## config.mk

```make
export PLATFORM = sky130hd
export DESIGN_NAME = trackball_quad_decoder
export DESIGN_NICKNAME = d
export VERILOG_FILES = /design/src/rtl/trackball_quad_decoder.sv
export SDC_FILE = /design/constraint.sdc
export NUM_CORES = 1
export LEC_CHECK = 0
export ABC_AREA = 1
export CORE_ASPECT_RATIO = 0.7
export CORE_UTILIZATION = 50
export CTS_CLUSTER_DIAMETER = 100
export DETAILED_ROUTE_END_ITERATION = 6
export PLACE_DENSITY = 0.73
export SYNTH_ARGS = -nofsm -noshare
export SYNTH_HDL_FRONTEND = slang
export SYNTH_SLANG_ARGS = --single-unit
```

## constraint.sdc

```tcl
create_clock -name clk -period 1.6 [get_ports clk]
set_clock_uncertainty 0.15 [all_clocks]
set_input_delay 0.32 -clock clk [delete_from_list [all_inputs] [get_ports clk]]
set_output_delay 0.32 -clock clk [all_outputs]
set_load 0.03 [all_outputs]
```

## src/rtl/trackball_quad_decoder.sv

```systemverilog
// trackball_quad_decoder
//
// Receiving end of the trackball clk/dir step interface. It rebuilds the
// free-running per-axis position counters that the game CPU reads from its
// trackball input port, from the (h_clk,h_dir) and (v_clk,v_dir) step pulses.
//
// Each raw input goes through a 2-FF synchroniser on every clk. It is then
// glitch-filtered on ce: a level is accepted only after it has held for FILT
// consecutive ce samples. A rising edge of a filtered step clock moves that
// axis counter by one step.
//
// Ports
//   clk        core clock, all state on the rising edge
//   reset_n    asynchronous assert, active-low reset
//   ce         sample enable for the filters and counters
//   flip       cocktail flip: inverts count direction on both axes
//   h_clk      horizontal step clock (asynchronous to clk)
//   h_dir      horizontal direction, 1 = decrement
//   v_clk      vertical step clock (asynchronous to clk)
//   v_dir      vertical direction, 1 = decrement
//   sel        read select: 0 = horizontal, 1 = vertical
//   rd_strobe  one-clk read request (not gated by ce)
//   rd_data    latched counter value of the selected axis
//   h_dir_o    post-flip direction of the last accepted horizontal step
//   v_dir_o    post-flip direction of the last accepted vertical step
//   step_o     one-clk pulse {v,h} for each accepted step
module trackball_quad_decoder #(
    parameter int CNT_W = 4,
    parameter int FILT  = 2
) (
    input  logic             clk,
    input  logic             reset_n,
    input  logic             ce,
    input  logic             flip,
    input  logic             h_clk,
    input  logic             h_dir,
    input  logic             v_clk,
    input  logic             v_dir,
    input  logic             sel,
    input  logic             rd_strobe,
    output logic [CNT_W-1:0] rd_data,
    output logic             h_dir_o,
    output logic             v_dir_o,
    output logic [1:0]       step_o
);

    localparam int RUN_W = 4;

    // Bit order is {v_dir, v_clk, h_dir, h_clk}.
    // For axis gi, the step clock is bit 2*gi and the direction is bit 2*gi+1.
    logic [3:0]       raw_in;
    logic [3:0]       filt_lvl;
    logic [CNT_W-1:0] cnt_lvl [2];
    logic [1:0]       dir_lvl;
    logic [1:0]       step_lvl;

    assign raw_in = {v_dir, v_clk, h_dir, h_clk};

    genvar gi;

    // Synchroniser and run-length glitch filter for each raw input.
    generate
        for (gi = 0; gi < 4; gi++) begin : g_filt
            logic             sync1_reg;
            logic             sync2_reg;
            logic             filt_reg;
            logic [RUN_W-1:0] run_reg;

            always_ff @(posedge clk or negedge reset_n) begin
                if (!reset_n) begin
                    sync1_reg <= 1'b0;
                    sync2_reg <= 1'b0;
                    filt_reg  <= 1'b0;
                    run_reg   <= '0;
                end else begin
                    sync1_reg <= raw_in[gi];
                    sync2_reg <= sync1_reg;
                    if (ce) begin
                        if (sync2_reg != filt_reg) begin
                            // This is the FILT-th consecutive differing sample,
                            // so the new level is accepted now.
                            if (run_reg == RUN_W'(FILT - 1)) begin
                                filt_reg <= sync2_reg;
                                run_reg  <= '0;
                            end else begin
                                run_reg <= run_reg + 1'b1;
                            end
                        end else begin
                            run_reg <= '0;
                        end
                    end
                end
            end

            assign filt_lvl[gi] = filt_reg;
        end
    endgenerate

    // Per-axis edge detection and position counting.
    generate
        for (gi = 0; gi < 2; gi++) begin : g_axis
            logic             clk_d_reg;
            logic [CNT_W-1:0] cnt_reg;
            logic             dir_reg;
            logic             step_reg;
            logic             clk_f;
            logic             dir_f;

            assign clk_f = filt_lvl[2*gi];
            assign dir_f = filt_lvl[2*gi+1];

            // The edge is taken against a delayed copy of the filtered clock.
            // That adds one clk between accepting a level and counting it.
            // dir_f is the filtered direction held before this cycle's update.
            always_ff @(posedge clk or negedge reset_n) begin
                if (!reset_n) begin
                    clk_d_reg <= 1'b0;
                    cnt_reg   <= '0;
                    dir_reg   <= 1'b0;
                    step_reg  <= 1'b0;
                end else begin
                    step_reg <= 1'b0;
                    if (ce) begin
                        clk_d_reg <= clk_f;
                        if (clk_f && !clk_d_reg) begin
                            cnt_reg  <= (dir_f ^ flip) ? cnt_reg - 1'b1 : cnt_reg + 1'b1;
                            dir_reg  <= dir_f ^ flip;
                            step_reg <= 1'b1;
                        end
                    end
                end
            end

            assign cnt_lvl[gi]  = cnt_reg;
            assign dir_lvl[gi]  = dir_reg;
            assign step_lvl[gi] = step_reg;
        end
    endgenerate

    // Read latch. A step in the same clk lands after this sample, so the
    // read returns the pre-step value.
    always_ff @(posedge clk or negedge reset_n) begin
        if (!reset_n) begin
            rd_data <= '0;
        end else if (rd_strobe) begin
            rd_data <= sel ? cnt_lvl[1] : cnt_lvl[0];
        end
    end

    assign h_dir_o = dir_lvl[0];
    assign v_dir_o = dir_lvl[1];
    assign step_o  = step_lvl;

endmodule

```

==> flow_results.xml <==
<?xml version="1.0" encoding="UTF-8"?>
<metrics>
  <group name="outcome">
    <metric name="outcome" unit="">finished with violations</metric>
    <metric name="violated_checks" unit="">negative setup slack</metric>
  </group>
  <group name="yosys">
    <metric name="synth.largest_area_cell" unit="">sky130_fd_sc_hd__dfrtp_1</metric>
    <metric name="top_cells_by_area_synth" unit="">sky130_fd_sc_hd__dfrtp_1, sky130_fd_sc_hd__nand2_1, sky130_fd_sc_hd__ha_1</metric>
    <metric name="synth_seq_area_share" unit="%">51.7</metric>
    <metric name="async_reset_ff_share" unit="%">100</metric>
    <metric name="synth_fp_nets" unit="">260</metric>
    <metric name="syn_area" unit="um^2">2230</metric>
    <metric name="synth_edf_count" unit="">0</metric>
    <metric name="postSynthRegisterBits" unit="">46</metric>
    <metric name="yosys.area.top_type_share" unit="%">51.7</metric>
    <metric name="synth_cell_types" unit="">28</metric>
    <metric name="synth.avg_cell_area" unit="um^2">9.44</metric>
    <metric name="ys_warn_count" unit="">0</metric>
    <metric name="ys_top_cells_by_count" unit="">sky130_fd_sc_hd__nand2_1, sky130_fd_sc_hd__dfrtp_1, sky130_fd_sc_hd__inv_1, sky130_fd_sc_hd__nor2_1, sky130_fd_sc_hd__ha_1</metric>
    <metric name="ys_dominant_reg_cell" unit="">sky130_fd_sc_hd__dfrtp_1</metric>
    <metric name="yosys.cell_count.top_type" unit="">sky130_fd_sc_hd__nand2_1</metric>
    <metric name="postSynthCellCount" unit="">236</metric>
  </group>
  <group name="worst_hold_path">
    <metric name="holdCritStartpoint" unit="">g_filt[1].sync1_reg</metric>
    <metric name="min_to" unit="">g_filt[1].sync2_reg</metric>
    <metric name="worstHoldPathType" unit="">reg2reg</metric>
    <metric name="timing.hold.worst_path_depth" unit="">0</metric>
  </group>
  <group name="worst_setup_path">
    <metric name="regToRegSetupSlack" unit="ps">-20</metric>
    <metric name="critical_path_required" unit="ps">1640</metric>
    <metric name="worst_r2r_endpoint" unit="">g_axis[1].cnt_reg[2]</metric>
    <metric name="critPathKind" unit="">reg2reg</metric>
    <metric name="critical_path_peak_fanout" unit="">4</metric>
    <metric name="r2r.worst_path.cells" unit="">7</metric>
    <metric name="startpoint_type" unit="">register</metric>
    <metric name="worst_r2r_startpoint" unit="">g_axis[1].dir_f</metric>
    <metric name="worst_setup_path_end_kind" unit="">register</metric>
    <metric name="critPathArrivalTime" unit="ps">1660</metric>
  </group>
  <group name="finish">
    <metric name="finalNetCount" unit="">311</metric>
    <metric name="multi_input_comb_area" unit="um^2">1060</metric>
    <metric name="largest_reg_flops" unit="">16</metric>
    <metric name="antenna_cells_inserted" unit="">0</metric>
    <metric name="drive_gt1_share" unit="%">29.2</metric>
    <metric name="fillCellCount" unit="">331</metric>
    <metric name="area.growth.synth_to_final" unit="%">29.6</metric>
    <metric name="register_area" unit="um^2">1150</metric>
  </group>
  <group name="power">
    <metric name="power_density" unit="nW/um^2">1770</metric>
    <metric name="ir_drop" unit="uV">1270</metric>
    <metric name="power.leakage" unit="nW">1.44</metric>
  </group>
  <group name="die">
    <metric name="initial_utilization" unit="%">54.5</metric>
    <metric name="horiz_die_dim" unit="um">81.8</metric>
    <metric name="ioPinCount" unit="">18</metric>
    <metric name="placementRows" unit="">19</metric>
    <metric name="die_h" unit="um">57.9</metric>
    <metric name="core" unit="um^2">4090</metric>
    <metric name="die_area" unit="um^2">4730</metric>
  </group>
  <group name="timing">
    <metric name="fin_crit" unit="ps">1620</metric>
    <metric name="final_worst_path_cycle_share" unit="%">101</metric>
    <metric name="unrepaired_setup_endpoints_after_global_routing" unit="">true</metric>
    <metric name="setup_viol_count_final" unit="">3</metric>
    <metric name="report.final.hold_viol_count" unit="">0</metric>
    <metric name="worst_slew_pin_slew" unit="ps">328</metric>
    <metric name="relSlewSlack" unit="%">78.1</metric>
    <metric name="final.setup.tns" unit="ps">-36.2</metric>
    <metric name="setup_slack" unit="ps">-18.2</metric>
    <metric name="final_max_slew_viol_count" unit="">0</metric>
    <metric name="timing.fmax" unit="MHz">618</metric>
  </group>
  <group name="placement">
    <metric name="dp_slack" unit="ps">-507</metric>
    <metric name="port_buffers" unit="">17</metric>
    <metric name="detailedPlacementHpwl" unit="um">2840</metric>
    <metric name="gpl.final_weighted_congestion" unit="">0.782</metric>
  </group>
  <group name="clock_tree">
    <metric name="worst_skew_pair.late_latency" unit="ps">300</metric>
    <metric name="cts.reportedPaths.clkPinSlew" unit="ps">90</metric>
    <metric name="clock-root-buffer" unit="">sky130_fd_sc_hd__clkbuf_8</metric>
    <metric name="maximum_root_to_sink_buffer_count" unit="">2</metric>
    <metric name="tritoncts" unit="">built</metric>
    <metric name="numCtsBuffers" unit="">5</metric>
    <metric name="clkSinkCount" unit="">46</metric>
    <metric name="clock_tree.htree_level_count" unit="">2</metric>
  </group>
  <group name="grt">
    <metric name="overall_overflow_remaining_after_global_route" unit="">0</metric>
    <metric name="gr-usage-all-layers" unit="%">20.0</metric>
    <metric name="grt_max_degree" unit="">47</metric>
    <metric name="grt_antenna_before_repair" unit="">0</metric>
    <metric name="vias_in_the_first_global_route" unit="">1579</metric>
    <metric name="global_route_wire_length_before_repair" unit="um">6930</metric>
  </group>
  <group name="detailed_routing">
    <metric name="drtIter0Drc" unit="">49</metric>
    <metric name="first_pass_iters" unit="">4</metric>
    <metric name="viasPerCell" unit="">4.79</metric>
    <metric name="post_drt_wl_per_cell" unit="um">12.2</metric>
    <metric name="number_of_nets_still_failing_antenna_checks_after_routing" unit="">0</metric>
    <metric name="detail_route.wirelength" unit="um">4160</metric>
    <metric name="detail_route.drc_violations" unit="">0</metric>
    <metric name="vias" unit="">1628</metric>
  </group>
  <group name="job">
    <metric name="max_cap_violations" unit="">0</metric>
  </group>
</metrics>
[per-layer routing]
metal	global-route usage, %	routed length, um	share of wire, %	vias up
met5	0	0	0	-
met3	4.72	131	3.1	7
met4	6.77	57	1.4	0
met1	27.8	2080	50	768
li1	-	-	-	833
met2	30.7	1890	46	20
[how the worst max path moves through the flow]
stage / depth (start not counted) / end / start / slack, ps
2_1_floorplan: 9 / g_axis[0].cnt_reg[3] / g_axis[0].dir_f / 20
3_3_place_gp: 10 / g_axis[1].cnt_reg[3] / flip / -460
3_5_place_dp: 8 / g_axis[0].cnt_reg[2] / flip / -510
4_1_cts: 9 / g_axis[0].cnt_reg[3] / g_axis[0].dir_f / 2
5_1_grt: 7 / g_axis[1].cnt_reg[2] / g_axis[1].dir_f / -90
6_report: 7 / g_axis[1].cnt_reg[2] / g_axis[1].dir_f / -20
[cell usage in the layout, fill, tap and decap left out, types with 3 or more instances in the layout]
| master | count |
|---|---|
| sky130_fd_sc_hd__nand2_1 | 48 |
| sky130_fd_sc_hd__dfrtp_1 | 46 |
| sky130_fd_sc_hd__buf_4 | 29 |
| sky130_fd_sc_hd__inv_1 | 22 |
| sky130_fd_sc_hd__nor2_1 | 21 |
| sky130_fd_sc_hd__nand2_2 | 12 |
| sky130_fd_sc_hd__xor2_1 | 10 |
| sky130_fd_sc_hd__dlygate4sd2_1 | 9 |
| sky130_fd_sc_hd__ha_1 | 8 |
| sky130_fd_sc_hd__clkdlybuf4s50_1 | 7 |
| sky130_fd_sc_hd__inv_2 | 6 |
| sky130_fd_sc_hd__o21ai_1 | 6 |
| sky130_fd_sc_hd__nand3_1 | 5 |
| sky130_fd_sc_hd__o21ai_0 | 5 |
| sky130_fd_sc_hd__clkbuf_8 | 5 |
| sky130_fd_sc_hd__nand2_4 | 4 |
| sky130_fd_sc_hd__xnor2_1 | 4 |
| sky130_fd_sc_hd__ha_4 | 4 |
| sky130_fd_sc_hd__nand3_2 | 3 |
| sky130_fd_sc_hd__a21oi_1 | 3 |
| sky130_fd_sc_hd__a31oi_1 | 3 |
[cell type report]
type / instances / area share [%]
Clock buffer: 6 / 2.51
Clock inverter: 2 / 0.477
Inverter: 29 / 3.77
Multi-Input combinational cell: 156 / 36.8
Sequential cell: 46 / 39.9
Tap cell: 52 / 2.25
Timing Repair Buffer: 49 / 14.3
[cells by family (layout without fill, tap and decap cells)]
logic type,count (synthesis),after routing,share of synthesized area [%]
flops,46,46,51.7
buf+inv,34,86,6.91
fa+ha+maj,14,14,8.53
simple gates,105,105,21.1
xor+xnor,16,16,6.29
compound gates,21,21,5.56
[stage by stage]
step	cells	utilization (%)	hold slack, ps	instance area, um^2	power [mW]
after floorplan	236	-	-126	2270	3.34
after global placement	326	65.2	170	2670	4.00
after detailed placement	326	65.2	167	2670	4.09
after CTS	338	68.7	208	2810	4.90
after global routing	340	70.6	220	2890	5.54
final	340	70.6	205	2890	5.10
[worst max-delay path, cell delays in order (launching register included)]
cell and delay, ps:
sky130_fd_sc_hd__dfrtp_1 410, sky130_fd_sc_hd__inv_2 60, sky130_fd_sc_hd__nand2_2 70, sky130_fd_sc_hd__nand2_4 80, sky130_fd_sc_hd__buf_4 150, sky130_fd_sc_hd__fa_2 360, sky130_fd_sc_hd__xnor2_2 170, sky130_fd_sc_hd__o21ai_1 70
[where the power goes]
part           switching (mW)  internal (mW)
sequential              0.404           1.53
clock                   0.384          0.308
combinational            1.26           1.22
[what timing repair did]
item / in CTS / in global routing
pin swaps: 15 / 10
endpoints found under the hold margin: 46 / 0
hold buffers: 1 / 0
resized for setup: 20 / 13
buffers inserted: 3 / 2
endpoints found under the setup margin: 14 / 8
No activity file was read; power rests on OpenSTA's default activity.
